<file path="src/rtl/cpu_ctrl_pkg.sv">
// Shared encodings and defaults for the pipeline stall/flush sequencer.
package cpu_ctrl_pkg;

  typedef enum logic [1:0] {
    RUN      = 2'd0,
    MD_WAIT  = 2'd1,
    MEM_WAIT = 2'd2
  } state_t;

  localparam int DEF_CNT_W       = 16;
  localparam int DEF_MEM_TIMEOUT = 64;

endpackage

</file>
<file path="src/rtl/sat_counter.sv">
// Saturating event counter, synchronous active-low clear; q updates one edge after inc.
// No backpressure: inc is accepted every cycle and ignored once q is all-ones.
module sat_counter #(
  parameter int W = 16
) (
  input  logic         clk,
  input  logic         rst_n,
  input  logic         inc,
  output logic [W-1:0] q
);

  always_ff @(posedge clk) begin
    if (!rst_n) begin
      q <= '0;
    end else if (inc && (q != '1)) begin
      q <= q + W'(1);
    end
  end

endmodule

</file>
<file path="src/rtl/pipeline_stall_controller.sv">
// Merges load-use, branch/jump, mult/div and data-memory events into pipeline-register
// enables; controls are combinational (0 latency), state and statistics are registered.
module pipeline_stall_controller
  import cpu_ctrl_pkg::*;
#(
  parameter int CNT_W       = DEF_CNT_W,
  parameter int MEM_TIMEOUT = DEF_MEM_TIMEOUT,
  parameter int TO_W        = 7
) (
  input  logic             clk,
  input  logic             rst_n,
  input  logic             load_use_hazard,
  input  logic             branch_taken,
  input  logic             jump,
  input  logic             md_start,
  input  logic             md_done,
  input  logic             mem_req,
  input  logic             mem_ready,
  output logic             PCWrite,
  output logic             IF_ID_Write,
  output logic             IF_ID_Flush,
  output logic             ID_EX_Write,
  output logic             ID_EX_Bubble,
  output logic             EX_MEM_Write,
  output logic             EX_MEM_Bubble,
  output logic [CNT_W-1:0] stall_cycles,
  output logic [CNT_W-1:0] flush_count,
  output logic             mem_timeout
);

  state_t            state_q, state_d;
  logic [TO_W-1:0]   to_cnt_q;

  always_ff @(posedge clk) begin
    if (!rst_n) begin
      state_q <= RUN;
    end else begin
      state_q <= state_d;
    end
  end

  always_comb begin
    state_d       = state_q;
    PCWrite       = 1'b1;
    IF_ID_Write   = 1'b1;
    ID_EX_Write   = 1'b1;
    EX_MEM_Write  = 1'b1;
    IF_ID_Flush   = 1'b0;
    ID_EX_Bubble  = 1'b0;
    EX_MEM_Bubble = 1'b0;
    if (!rst_n) begin
      PCWrite       = 1'b0;
      IF_ID_Write   = 1'b0;
      ID_EX_Write   = 1'b0;
      EX_MEM_Write  = 1'b0;
      ID_EX_Bubble  = 1'b1;
      EX_MEM_Bubble = 1'b1;
      state_d       = RUN;
    end else begin
      unique case (state_q)
        RUN: begin
          if (mem_req && !mem_ready) begin
            PCWrite      = 1'b0;
            IF_ID_Write  = 1'b0;
            ID_EX_Write  = 1'b0;
            EX_MEM_Write = 1'b0;
            state_d      = MEM_WAIT;
          end else if (md_start && !md_done) begin
            PCWrite       = 1'b0;
            IF_ID_Write   = 1'b0;
            ID_EX_Write   = 1'b0;
            EX_MEM_Bubble = 1'b1;
            state_d       = MD_WAIT;
          end else if (load_use_hazard) begin
            // A branch seen alongside the hazard is re-presented by ID next cycle.
            PCWrite      = 1'b0;
            IF_ID_Write  = 1'b0;
            ID_EX_Bubble = 1'b1;
          end else if (branch_taken || jump) begin
            IF_ID_Flush = 1'b1;
          end
        end
        MD_WAIT: begin
          if (!md_done) begin
            PCWrite       = 1'b0;
            IF_ID_Write   = 1'b0;
            ID_EX_Write   = 1'b0;
            EX_MEM_Bubble = 1'b1;
          end else begin
            state_d = RUN;
          end
        end
        MEM_WAIT: begin
          if (!mem_ready) begin
            PCWrite      = 1'b0;
            IF_ID_Write  = 1'b0;
            ID_EX_Write  = 1'b0;
            EX_MEM_Write = 1'b0;
          end else begin
            state_d = RUN;
          end
        end
        default: state_d = RUN;
      endcase
    end
  end

  // Timeout counts consecutive frozen MEM_WAIT cycles; the error flag stays set until reset.
  always_ff @(posedge clk) begin
    if (!rst_n) begin
      to_cnt_q    <= '0;
      mem_timeout <= 1'b0;
    end else if ((state_q == MEM_WAIT) && !mem_ready) begin
      if (to_cnt_q != '1) begin
        to_cnt_q <= to_cnt_q + TO_W'(1);
      end
      if (to_cnt_q == TO_W'(MEM_TIMEOUT - 1)) begin
        mem_timeout <= 1'b1;
      end
    end else begin
      to_cnt_q <= '0;
    end
  end

  sat_counter #(.W(CNT_W)) u_stall_cnt (
    .clk   (clk),
    .rst_n (rst_n),
    .inc   (!PCWrite),
    .q     (stall_cycles)
  );

  sat_counter #(.W(CNT_W)) u_flush_cnt (
    .clk   (clk),
    .rst_n (rst_n),
    .inc   (IF_ID_Flush),
    .q     (flush_count)
  );

endmodule

</file>
<file path="config.mk">
export PLATFORM = sky130hd
export DESIGN_NAME = pipeline_stall_controller
export DESIGN_NICKNAME = d
export VERILOG_FILES = /design/src/rtl/cpu_ctrl_pkg.sv /design/src/rtl/sat_counter.sv /design/src/rtl/pipeline_stall_controller.sv
export SDC_FILE = /design/constraint.sdc
export NUM_CORES = 1
export LEC_CHECK = 0
export CORE_ASPECT_RATIO = 0.7
export CORE_MARGIN = 4
export CORE_UTILIZATION = 38
export DETAILED_ROUTE_END_ITERATION = 7
export SYNTH_ARGS = -nofsm -noshare
export SYNTH_HDL_FRONTEND = slang
export SYNTH_HIERARCHICAL = 1
export SYNTH_SLANG_ARGS = --single-unit
</file>
<file path="constraint.sdc">
create_clock -name clk -period 3.35 [get_ports clk]
set_input_delay 1.005 -clock clk [delete_from_list [all_inputs] [get_ports clk]]
set_output_delay 1.005 -clock clk [all_outputs]
set_load 0.05 [all_outputs]
</file>
# After elaboration in Yosys (flattened, before gate mapping)
# Index checks and enable logic that the tools add are counted.
# totals
register_bits,42
input_bits,9
output_inout_bits,40
elab_cells,65
# classes
addsub,3
n_eq_ne,9
mux,35
n_reduce_logical,13
# ops
cell,count
adder 16 x 1 -> 16 bit (second input constant),2
inequality test 16 bit (second input constant),2
two-way mux 1 bit,26
two-way mux 2 bit,4
adder 7 x 1 -> 7 bit (second input constant),1
== test 7 x 6 -> 1 bit (second input constant),1
inequality test 7 bit (second input constant),1
case mux 1 bit (3 select lines),2
case mux 2 bit (3 select lines),1
logical AND 1 bit,5
inequality test 2 bit (second input constant),2
case mux 1 bit (2 select lines),2
AND reduction 2 bit,2
logical NOT 1 bit,3
inequality test 3 bit (second input constant),1
AND reduction 3 bit,1
== test 2 x 1 -> 1 bit (second input constant),1
== test 2 bit (second input constant),1
logical NOT 2 bit,1
logical OR 1 bit,1

# Depth between registers and ports, before layout
# depth
depth_word,8
mapped_depth,7
ltp_nobuf,7

# By module
# Netlist, hierarchy kept.
# by_module_without_submodules
mod,instances,cells_per_inst,area_per_inst_um2,seq_area_each_um2
sat_counter,2,97,837.1,320.3
pipeline_stall_controller,1,66,549.3,200.2

# Least setup slack after synthesis
# Ideal clock, no wire load.
# synth_timing
path_kind,input port to output port
from,input mem_req
to,output ID_EX_Bubble
t_arrival_ns,2.850
setup_slack_ns,-0.505
stages,2
path_cell_list,nor2b_1 -> o41ai_1
# synth_between
elab_chain_cells,4
# synth_rtl
element,line_no,rtl
"start, declared",pipeline_stall_controller.sv:17,"input logic mem_req,"
logical AND 1 bit,pipeline_stall_controller.sv:62,if (mem_req && !mem_ready) begin
two-way mux 1 bit,pipeline_stall_controller.sv:62,
two-way mux 1 bit,pipeline_stall_controller.sv:60,unique case (state_q)
two-way mux 1 bit,pipeline_stall_controller.sv:51,if (!rst_n) begin
"end, declared",pipeline_stall_controller.sv:23,"output logic ID_EX_Bubble,"
# Every way passes these cells.

# Worst setup path in the final report
# layout_timing
from,input mem_ready
to,output IF_ID_Flush
# layout_between
elab_chain_cells,5
# layout_rtl
element,line_no,rtl
"start, declared",pipeline_stall_controller.sv:18,"input logic mem_ready,"
logical NOT 1 bit,pipeline_stall_controller.sv:62,
logical AND 1 bit,pipeline_stall_controller.sv:62,
two-way mux 1 bit,pipeline_stall_controller.sv:62,
two-way mux 1 bit,pipeline_stall_controller.sv:60,
two-way mux 1 bit,pipeline_stall_controller.sv:51,
"end, declared",pipeline_stall_controller.sv:21,"output logic IF_ID_Flush,"
# Every way passes these cells.

==> results.sh <==
export IMPL_dp_final_hpwl_um=4049
export IMPL_cp_arrival_ns=2.27
export IMPL_fp_dieH_um=72.00
export IMPL_cp_endpoint="IF_ID_Flush"
export IMPL_antenna_left=0
export IMPL_p_leak_nw=1.035
export IMPL_place_area_mm2=0.002914
export IMPL_die_area_mm2=0.007158
export IMPL_synth_top_flop_cell="dfxtp_1"
export IMPL_r2r_start="state_q[1]"
export IMPL_min_delay_start="mem_timeout"
export IMPL_hp_class="register to register"
export IMPL_rsz0062_at_grt="true"
export IMPL_pwr_density_cell_mw_per_mm2=327.0
export IMPL_slew_violations=0
export IMPL_relSlewSlack_pct=48.86
export IMPL_synth_top_area_cell="dfxtp_1"
export IMPL_r2r_cells=7
export IMPL_area_growth_pct=36.24
export IMPL_cts_clk_slew_worst_paths_ns=0.08
export IMPL_drt_total_wl_um=5468
export IMPL_yosysSeqAreaShare_pct=37.82
export IMPL_gr_usage_all_layers_pct=15.57
export IMPL_min_period_ns=3.279
export IMPL_post_cts_buffers=0
export IMPL_critical_path_startpoint="mem_ready"
export IMPL_ios=49
export IMPL_postSynthAreaPerCell_um2=8.551
export IMPL_timing_worst_setup_path_type="input pin to primary output"
export IMPL_path_depth=5
export IMPL_drive_above_1_share_pct=12.11
export IMPL_reg2reg_to="u_flush_cnt/q[13]"
export IMPL_synth_seq_cells=42
export IMPL_tightest_slew_ns=0.7608
export IMPL_clock_latency_ns=0.29
export IMPL_htreeDepth=2
export IMPL_cp_required_ns=2.34
export IMPL_cts_sinks=42
export IMPL_syn_inst=260
export IMPL_yosys_mux_area_fraction_pct=2.701
export IMPL_antenna_cells=0
export IMPL_cpPeakStageDelay_ns=0.50
export IMPL_grt_ovfl_total=0
export IMPL_synthTopCellsByArea="dfxtp_1, a21oi_1, o31ai_1"
export IMPL_fin_crit_sh_pct=97.87
export IMPL_netlist_area_mm2=0.002223
export IMPL_io_buffer_count=48
export IMPL_synth_edff_count=0
export IMPL_setup_viol=0
export IMPL_gp_congestion=0.8055
export IMPL_critPathSlowestCell="clkdlybuf4s50_1"
export IMPL_maxCapViolCount=0
export IMPL_ys_types=42
export IMPL_worstSetupStartpointType="input pin"
export IMPL_r2r_slack_ns=0.96
export IMPL_outcome="completed"
export IMPL_dp_cells=386
export IMPL_clockRootBuffer="clkbuf_8"
export IMPL_cts_made_buffers=5
export IMPL_synth_simple_area_share_pct=34.05
export IMPL_coreArea_mm2=0.005450
export IMPL_wire_per_inst_um=13.88
export IMPL_fin_nets=333
export IMPL_synth_xor_area_share_pct=1.576
export IMPL_design_area_mm2=0.003029
export IMPL_path_max_fanout=3
export IMPL_grt_first_pass_wirelength_um=9335
export IMPL_fmax_ghz=0.3050
export IMPL_ir_worst_vdd_mv=0.1528
export IMPL_finalNonFillerCells=394
export IMPL_postSynthNetCount=272
export IMPL_grt_max_degree=14
export IMPL_synth_compound_area_share_pct=18.74
export IMPL_firstDrtPassIters=4
export IMPL_hold_viol_final=0
export IMPL_drcViolationCount=0
export IMPL_grt_pass1_vias=1954
export IMPL_vias=2128
export IMPL_async_flop_share_pct=0
export IMPL_synth_most_common_cell="dfxtp_1"
export IMPL_fin_skew_ns=0.003893
export IMPL_synth_top_area_share_pct=37.82
export IMPL_synth_top_family_by_area="simple AND/OR/NAND/NOR gates"
export IMPL_cts_tree="yes"
export IMPL_synth_common_cells="dfxtp_1, nand2_1, a21oi_1, nand3_1, nor2_1"
export IMPL_clk_path_buf_depth=2
export IMPL_drtIter0Drc=69
export IMPL_antenna_found_initial=0
export IMPL_start_util_pct=40.79
export IMPL_rows=22
export IMPL_cts_hold_buf=0
export IMPL_fp_dieW_um=99.43
export IMPL_path_cells="clkdlybuf4s50_1 -> nor2b_1 -> nor4_4 -> o211a_1 -> buf_12"
export IMPL_synth_fa_ha_area_share_pct=1.688
export IMPL_vias_per_cell=5.401
export IMPL_ys_warn_count=6
export IMPL_crit_family="buffers and inverters"
export IMPL_cp_num_buf_inv=2
export IMPL_endpoint_kind="primary output"
## worst min-delay path by stage
stage                     depth (start not counted)           to  slack [ns]
final                                             2  mem_timeout        0.46
after global routing                              2  mem_timeout        0.48
after CTS                                         2  mem_timeout        0.46
after detailed placement                          2  mem_timeout        0.45
after global placement                            2  mem_timeout        0.45
after floorplan                                   1  to_cnt_q[4]        0.44
## flip-flops by register name, summed over array words and instances, names as in the netlist
name,cells
mem_timeout,1
state_q,2
to_cnt_q,7
u_flush_cnt/q,16
u_stall_cnt/q,16
## through the flow
step           util (%)  hold WS, ns  setup slack, ns  setup TNS (ns)  total power (W)
2_1_floorplan         -       0.4449          0.01923               0        0.0005972
3_3_place_gp      53.47       0.4453         0.005464               0        0.0006592
3_5_place_dp      53.47       0.4456        -0.009712        -0.01941        0.0006599
4_1_cts           55.17       0.4637         0.008987               0         0.001001
5_1_grt           55.58       0.4809         -0.02356        -0.02356         0.001040
6_report          55.58       0.4584          0.07126               0        0.0009905
## timing repair
action                     4_1_cts  5_1_grt
resized for setup                1        4
setup endpoints to repair        2        6
pin swaps                        0        2
## layout by cell type, fill, tap and decap left out, types with 7 or more instances in the layout
cell             instances
nand3_1                 17
inv_1                   11
o31ai_1                 12
or4_1                   10
clkdlybuf4s50_1         41
dfxtp_1                 42
o21ai_0                 13
a21oi_1                 22
buf_4                   12
nor3_1                   7
nor2_1                  14
nand2_1                 23
## per-layer routing
layer / global-route usage, % / part of all wire [%]
met1: 23.27 / 54
met4: 2.727 / 0.35
met2: 22.40 / 41
met5: 0 / 0
met3: 4.419 / 5.3
## report_power, final
| group | internal [W] | switching (W) |
|---|---|---|
| Combinational | 0.0000605 | 0.0000784 |
| Clock | 0.000167 | 0.000172 |
| Sequential | 0.000505 | 0.00000848 |
## worst register-to-register path, delay by kind of cell, from the launching register on
family	cells	cell delay [ns]
buffers and inverters	1	0.17
AND/OR/NAND/NOR	4	1.36
AO/OA/AOI/OAI	2	0.41
flip-flops	1	0.39
## layout make-up
type                    instances  area, um2
fillers                       511       2421
multi-input cells             201       1334
flip-flops and latches         42      840.8
repair buffers                 60      631.9
well taps                      72      90.09
clock buffers                   7      86.33
inverters                      11      41.29
clock inverters                 1      5.005
## kinds of logic (layout without fill, tap and decap cells)
kind of cell,Yosys count,after routing
AND/OR/NAND/NOR,122,122
adder cells (fa/ha/maj),3,3
buffers and inverters,17,79
flip-flops,42,42
multiplexers,6,6
XOR/XNOR,4,4
AO/OA/AOI/OAI,66,66
Power figures use the tool's default switching activity.
